`src/rtl/carpark_log_ctrl.sv`:
```
// Circular event log controller for the car-park system: sequences a dual-port
// RAM as a FIFO with pointer wrap, read-latency alignment and overflow policy.
module carpark_log_ctrl #(
  parameter int DEPTH      = 128,
  parameter int AW         = 7,
  parameter int DW         = 40,
  parameter int RD_LATENCY = 1,
  parameter int OVERWRITE  = 0
) (
  input  logic          clock,
  input  logic          reset,
  input  logic          ev_valid,
  input  logic [DW-1:0] ev_data,
  input  logic          clear,
  input  logic          rd_req,
  output logic          rd_valid,
  output logic [DW-1:0] rd_data,
  output logic [AW:0]   count,
  output logic          empty,
  output logic          full,
  output logic          overflow,
  output logic          ready,
  output logic          ram_wr_enable,
  output logic [AW-1:0] ram_wr_addr,
  output logic [DW-1:0] ram_wr_data,
  output logic          ram_rd_enable,
  output logic [AW-1:0] ram_rd_addr,
  input  logic [DW-1:0] ram_rd_data,
  input  logic          ram_busy_wr,
  input  logic          ram_busy_rd
);

  localparam int LCW = (RD_LATENCY > 1) ? $clog2(RD_LATENCY) : 1;

  typedef enum logic [1:0] {INIT, IDLE, RDWAIT} state_t;

  state_t         state_reg, state_next;
  logic [AW-1:0]  wr_ptr_reg, rd_ptr_reg;
  logic [AW:0]    count_reg, count_next;
  logic           empty_reg, full_reg, overflow_reg, rd_valid_reg;
  logic [DW-1:0]  rd_data_reg;
  logic [LCW-1:0] lat_cnt_reg;

  logic clr_fire, pop_fire, wr_fire, wr_over, ev_drop, rd_done;

  always_comb begin
    ready    = (state_reg != INIT);
    clr_fire = ready && clear;
    // A full log with a same-cycle write would read and write one address;
    // the pop is deferred instead and retries next cycle.
    pop_fire = !reset && !clr_fire && (state_reg == IDLE) && rd_req &&
               !empty_reg && !(full_reg && ev_valid);
    wr_fire  = !reset && !clr_fire && ready && ev_valid &&
               (!full_reg || (OVERWRITE != 0) || pop_fire);
    wr_over  = wr_fire && full_reg && !pop_fire;
    ev_drop  = ev_valid && (!ready || (!clr_fire && full_reg && !wr_fire));
    rd_done  = (state_reg == RDWAIT) && !clr_fire &&
               (lat_cnt_reg == LCW'(RD_LATENCY - 1));

    count_next = count_reg;
    if (clr_fire)
      count_next = '0;
    else if (wr_fire && !pop_fire && !full_reg)
      count_next = count_reg + (AW+1)'(1);
    else if (pop_fire && !wr_fire)
      count_next = count_reg - (AW+1)'(1);

    state_next = state_reg;
    case (state_reg)
      INIT:    if (!ram_busy_wr && !ram_busy_rd) state_next = IDLE;
      IDLE:    if (pop_fire) state_next = RDWAIT;
      RDWAIT:  if (clr_fire || rd_done) state_next = IDLE;
      default: state_next = INIT;
    endcase

    ram_wr_enable = wr_fire;
    ram_wr_addr   = wr_fire ? wr_ptr_reg : '0;
    ram_wr_data   = wr_fire ? ev_data : '0;
    ram_rd_enable = pop_fire;
    ram_rd_addr   = pop_fire ? rd_ptr_reg : '0;
  end

  always_ff @(posedge clock) begin
    if (reset) begin
      state_reg    <= INIT;
      wr_ptr_reg   <= '0;
      rd_ptr_reg   <= '0;
      count_reg    <= '0;
      empty_reg    <= 1'b1;
      full_reg     <= 1'b0;
      overflow_reg <= 1'b0;
      rd_valid_reg <= 1'b0;
      rd_data_reg  <= '0;
      lat_cnt_reg  <= '0;
    end else begin
      state_reg    <= state_next;
      count_reg    <= count_next;
      empty_reg    <= (count_next == '0);
      full_reg     <= (count_next == (AW+1)'(DEPTH));
      rd_valid_reg <= rd_done;
      if (rd_done)
        rd_data_reg <= ram_rd_data;

      if (clr_fire) begin
        wr_ptr_reg   <= '0;
        rd_ptr_reg   <= '0;
        overflow_reg <= 1'b0;
      end else begin
        if (wr_fire)
          wr_ptr_reg <= wr_ptr_reg + AW'(1);
        // Overwriting the oldest entry advances the read side past it.
        if (pop_fire || wr_over)
          rd_ptr_reg <= rd_ptr_reg + AW'(1);
        if (ev_drop)
          overflow_reg <= 1'b1;
      end

      if ((state_reg == RDWAIT) && !rd_done && !clr_fire)
        lat_cnt_reg <= lat_cnt_reg + LCW'(1);
      else
        lat_cnt_reg <= '0;
    end
  end

  assign rd_valid = rd_valid_reg;
  assign rd_data  = rd_data_reg;
  assign count    = count_reg;
  assign empty    = empty_reg;
  assign full     = full_reg;
  assign overflow = overflow_reg;

endmodule

```
`config.mk`:
```
export PLATFORM = sky130hd
export DESIGN_NAME = carpark_log_ctrl
export DESIGN_NICKNAME = d
export VERILOG_FILES = /design/src/rtl/carpark_log_ctrl.sv
export SDC_FILE = /design/constraint.sdc
export NUM_CORES = 1
export LEC_CHECK = 0
export ABC_CLOCK_PERIOD_IN_PS = 2800
export CORE_MARGIN = 2
export CORE_UTILIZATION = 37
export DETAILED_ROUTE_END_ITERATION = 12
export PLACE_DENSITY = 0.9
export SYNTH_ARGS = -nofsm -noshare
export SYNTH_HDL_FRONTEND = slang
export SYNTH_SLANG_ARGS = --single-unit
```
`constraint.sdc`:
```
create_clock -name clock -period 2.8 [get_ports clock]
set_clock_uncertainty 0.05 [all_clocks]
set_input_delay 0.42 -clock clock [delete_from_list [all_inputs] [get_ports clock]]
set_output_delay 0.42 -clock clock [all_outputs]
set_load 0.1 [all_outputs]
```
# After elaboration in Yosys (flattened, before gate mapping)
# Index checks and enable logic that the tools add are counted.
[totals]
wordCells = 77
ff_bits = 69
output_inout_bits = 109
[op_classes]
muxes = 10
reduce_logical = 44
n_bitwise = 2
eq_ne = 6
add_sub_neg = 5
[op_table]
columns = ["cell", "n"]
rows = [
  ["$mux W40", 1],
  ["$mux W8", 3],
  ["$logic_and A1 B1 Y1", 23],
  ["$add A7 B1 Y7 const B", 2],
  ["$mux W7", 2],
  ["$logic_not A1 Y1", 11],
  ["$add A8 B1 Y8 const B", 1],
  ["$eq A8 B8 Y1 const B", 1],
  ["$logic_not A8 Y1", 1],
  ["$sub A8 B1 Y8 const B", 1],
  ["$mux W2", 3],
  ["$pmux W2 S3", 1],
  ["$logic_or A1 B1 Y1", 4],
  ["$ne A2 B2 Y1 const B", 2],
  ["$reduce_or A2 Y1", 2],
  ["$reduce_and A3 Y1", 1],
  ["$eq A2 B1 Y1 const B", 1],
  ["$eq A2 B2 Y1 const B", 1],
  ["$logic_not A2 Y1", 1],
  ["$ne A2 B1 Y1 const B", 1],
  ["$not A1 Y1", 2],
  ["$reduce_bool A2 Y1", 1],
  ["$add A1 B1 Y1 const B", 1],
]

# Depth between registers and ports, before layout
[logic_depth]
ltp_word = 16
depth_mapped = 7
depth_no_buf = 7

# Least setup slack after synthesis
# No wires, ideal clock.
[synth_path]
path_kind = "register to register"
from = "register empty_reg (netlist: empty)"
to = "register rd_ptr_reg[6]"
arrival_ns = 3.538
required_time_ns = 2.679
setup_slack_ns = -0.859
path_stages_with_launch = 7
synth_period_minus_slack_ns = 3.659
setup_time_ns = 0.071
cell_sequence = "dfxtp_1 nand4bb_4 a2111oi_4 and2_4 nand3_4 or3_1 a21oi_1"
[synth_via]
elab_chain_cells = 8
word_cells_on_any_way = 9
cone_classes = "reduce/logical: 9"
[synth_lines]
columns = ["item", "line", "rtl"]
rows = [
  ["start: declaration", "40", "logic empty_reg, full_reg, overflow_reg, rd_valid_reg;"],
  ["start signal: assignment", "98", "empty_reg <= (count_next == '0);"],
  ["$logic_not A1 Y1 (*)", "52", "!empty_reg && !(full_reg && ev_valid);"],
  ["$logic_and A1 B1 Y1 (*)", "51", "pop_fire = !reset && !clr_fire && (state_reg == IDLE) && rd_req &&"],
  ["$logic_and A1 B1 Y1 (*)", "52", ""],
  ["via ram_rd_enable", "26", "output logic ram_rd_enable,"],
  ["$logic_or A1 B1 Y1", "54", "(!full_reg || (OVERWRITE != 0) || pop_fire);"],
  ["$logic_and A1 B1 Y1", "53", "wr_fire = !reset && !clr_fire && ready && ev_valid &&"],
  ["$logic_and A1 B1 Y1 (2 in a row)", "55", "wr_over = wr_fire && full_reg && !pop_fire;"],
  ["$logic_or A1 B1 Y1 (*)", "112", "if (pop_fire || wr_over)"],
  ["end signal: assignment", "113", "rd_ptr_reg <= rd_ptr_reg + AW'(1);"],
  ["end: declaration", "38", "logic [AW-1:0] wr_ptr_reg, rd_ptr_reg;"],
]
# Mark *: on every way through the listed nets, which the timed path passes. The rest lies on a longest branch.
# A chain may end at the register's enable or synchronous reset.

# Worst setup path in the final report
[layout_path]
from = "input port ev_valid"
to = "output port ram_rd_addr[2]"
[layout_via]
elab_chain_cells = 4
[layout_lines]
columns = ["item", "line", "rtl"]
rows = [
  ["start: declaration", "12", "input logic ev_valid,"],
  ["$logic_and A1 B1 Y1", "52", ""],
  ["$logic_not A1 Y1", "52", ""],
  ["$logic_and A1 B1 Y1", "52", ""],
  ["$mux W7", "80", "ram_rd_addr = pop_fire ? rd_ptr_reg : '0;"],
  ["end: declaration", "27", "output logic [AW-1:0] ram_rd_addr,"],
]
# Every way passes these cells.

==> results.txt <==
----------------------------------------------------
[Floorplan]
  Core Rows ... 33
  Die height ... 96.88 µm
  Die boundary width ... 96.88 µm
  Area enclosed by the die boundary ... 9386 µm²
  Placeable Area ... 8299 µm²
  I/O pin count ... 196
  Starting density of the core ... 38.46%

[Yosys]
  Ys Warns ... 0
  Ys async rst share ... 0%
  Primary FF master, synth ... dfxtp_1
  Biggest area contributors in the synthesized netlist ... dfxtp_1 43%, nand2_1 11%, and2_1 9.6%
  Fraction of synthesized cell area taken by the top area cell type ... 43.28%
  Post-Syn Nets ... 496
  Sequential cell area fraction in the yosys report ... 43.28%
  Number of library cell types mapped by synthesis ... 45
  Post-synthesis average cell area ... 7.881 µm²
  Number of enable flip-flop cells after synthesis ... 0
  Area leader, netlist ... dfxtp_1
  Number of standard cells after synthesis ... 405
  Cell Area, Synth ... 3192 µm²
  Synthesized flop and latch total ... 69

[Placed design]
  Global placer's final weighted congestion ... 0.9396
  DPL Wire Length ... 8.289 mm
  Placed cells ... 687
  Dpl ws ... 0.1418 ns
  Port Buffer Count ... 195

[Setup path]
  WS Path Type ... input port to output pin
  Largest delay share family, worst path ... buffers and inverters
  Series of cell instances along the critical path ... clkdlybuf4s50_1, a2111oi_4, buf_4, and2_4, buf_12
  Critical path capture point type ... output pin
  Critical path data required time ... 2.33 ns
  Startpoint class of the critical path ... input port
  Critical path's largest stage delay ... 0.61 ns
  Library cell contributing the largest single delay on the critical path ... clkdlybuf4s50_1
  Signal arrival time at the worst endpoint ... 2.08 ns
  Buffers and inverters on the worst path ... 3
  Biggest fanout along the worst timing path ... 10

[STA]
  Actual slew at the worst max-slew pin ... 0.7974 ns
  Clock period minus final worst setup slack ... 2.548 ns
  Worst Hold Slack ... 0.4070 ns
  Number of hold violations in the final report ... 0
  Final-report max-slew violation count ... 0
  Top achievable clock speed ... 0.3924 GHz
  Setup Viol. Count Final ... 0
  Unrepaired setup endpoints after global routing ... no
  Minimum setup slack in the final design ... 0.2519 ns
  Headroom to the max-slew limit ... 46.84%
  Crit share post-route ... 91.00%
  Aggregate negative setup slack ... 0 ns

[CTS]
  Count of hold buffers inserted by post-cts repair ... 0
  H-tree levels ... 3
  Number of buffers added by the clock tree synthesis step ... 9
  Post-CTS Setup Bufs ... 0
  Clock Tree Buf Depth ... 2
  Clock tree sinks ... 69
  Clock slew seen by the registers of the worst setup and hold paths ... 0.07 ns
  Post-CTS resize count ... 0
  CTS tree ... done
  Root cell of the clock tree ... clkbuf_8
  Clock Latency Late Sink ... 0.33 ns

[Global route]
  Overall track demand over capacity in global routing ... 22.31%
  Maximum number of pins on one net before global-route repair ... 50
  Antenna violations before repair ... 0
  Wire length of the first global-routing pass ... 17.20 mm
  Vias in the first global route ... 3,460
  Total congestion overflow ... 0

[Routing]
  Average routed wire per standard cell ... 14.94 µm
  DR iter-0 viols ... 121
  TritonRoute pass-1 iters ... 4
  Post-route DRC ... 0
  Residual antenna-violating net count after detailed routing ... 0
  Via density per instance ... 4.973
  Total Routed Length ... 10.50 mm
  Routed vias ... 3,496

[Job]
  Max-cap violations ... 0

[Final layout]
  Flip-flop count of the largest register after layout ... 40
  Final-stage net count ... 684
  Fin util ... 70.81%
  Area grow syn2layout ... 84.12%
  Ratio of cells with drive above 1 in the final layout ... 26.25%
  Number of antenna diodes ... 0
  Number of standard cells in the layout, taps in and fillers out ... 703

[Power and ir drop]
  Maximum vdd ir drop ... 290.8 µV
  Power Density ... 362.3 nW/µm²
  P_leak ... 2.322 nW

[Status]
  Run status ... finished clean

[Hold path]
  Type of the most critical hold path ... register to register

----------------------------------------------------
[routing by layer]
metal / track usage, % / wire length [µm] / vias to the layer above
met3: 6.214 / 703 / 16
met4: 7.259 / 201 / 0
li1: - / - / 1705
met2: 40.28 / 5433 / 148
met5: 0 / 0 / -
met1: 25.26 / 4166 / 1627
[cell usage after synthesis, types with 2 or more instances]
cell	number
a21oi_1	48
and2_1	49
and2_2	6
and3_1	2
clkbuf_1	24
dfxtp_1	69
ha_1	4
inv_1	6
nand2_1	96
nand2b_1	2
nand3_1	8
nand4_1	6
nor2_1	26
nor3_1	6
o21ai_0	4
o22ai_1	2
or3_1	4
xnor2_1	5
xor2_1	12
[cells in the final DEF, fill, tap and decap left out, types with 2 or more instances in the layout]
cell type,Yosys,final
dfxtp_1,69,67
nand3_1,8,8
and3_1,2,2
xnor2_1,5,5
nand2b_1,2,2
nand2_1,96,96
ha_1,4,4
and2_2,6,15
buf_12,0,57
buf_4,0,60
clkbuf_8,0,10
a21oi_1,48,48
o22ai_1,2,2
and2_1,49,40
nand4_1,6,6
clkinv_2,0,2
xor2_1,12,12
or3_1,4,4
nor3_1,6,5
inv_1,6,6
o21ai_0,4,4
clkdlybuf4s50_1,0,85
nor2_1,26,26
clkbuf_1,24,2
[worst register-to-register path, cell delays in order, from the launching register on]
cell and delay, ns:
dfxtp_1 0.44, ha_1 0.22, nand3_1 0.10, or4_1 0.49, o22ai_1 0.25, xnor2_1 0.18, nand4_1 0.15, a211oi_1 0.26
[worst paths after layout]
| path | slack [ns] | start | end | cells after the start |
|---|---|---|---|---|
| min reg2reg | 0.41 | rd_data[28] | rd_data[28] | 2 |
| max reg2reg | 0.57 | count[0] | full | 7 |
| max | 0.25 | ev_valid | ram_rd_addr[2] | 5 |
| min | 0.41 | rd_data[28] | rd_data[28] | 2 |
[layout make-up]
| cell class | instances | area, µm² |
|---|---|---|
| Clock buffer | 12 | 145.1 |
| Multi-Input combinational cell | 304 | 1698 |
| Timing Repair Buffer | 203 | 2447 |
| Inverter | 6 | 22.52 |
| Fill cell | 598 | 2422 |
| Sequential cell | 69 | 1386 |
| Tap cell | 105 | 131.4 |
| Clock inverter | 4 | 46.29 |
[per-stage QoR]
stage                     power, mW  cell area [µm²]
after detailed placement      1.358             5685
after global routing          2.205             5877
final                         2.129             5877
after floorplan               1.177             3209
after CTS                     2.148             5877
after global placement        1.352             5685
[cell families (layout without fill, tap and decap cells)]
family	after synthesis	in the layout	share of synthesized area, %
AND/OR/NAND/NOR	215	215	33.75
flip-flops	69	69	43.28
AO/OA/AOI/OAI	66	66	12.27
buffers and inverters	32	225	4.038
XOR/XNOR	17	17	4.665
adder cells (fa/ha/maj)	4	4	1.568
other	1	1	0.1175
multiplexers	1	1	0.3136
[report_power, final]
part           internal, mW  total, mW  switching, mW  leakage, nW
Combinational         0.164      0.339          0.175         1.66
Sequential            0.989      0.998        0.00943        0.557
Clock                 0.434      0.792          0.357        0.101
Total                  1.59       2.13          0.541         2.32
No activity file was read; power rests on OpenSTA's default activity.
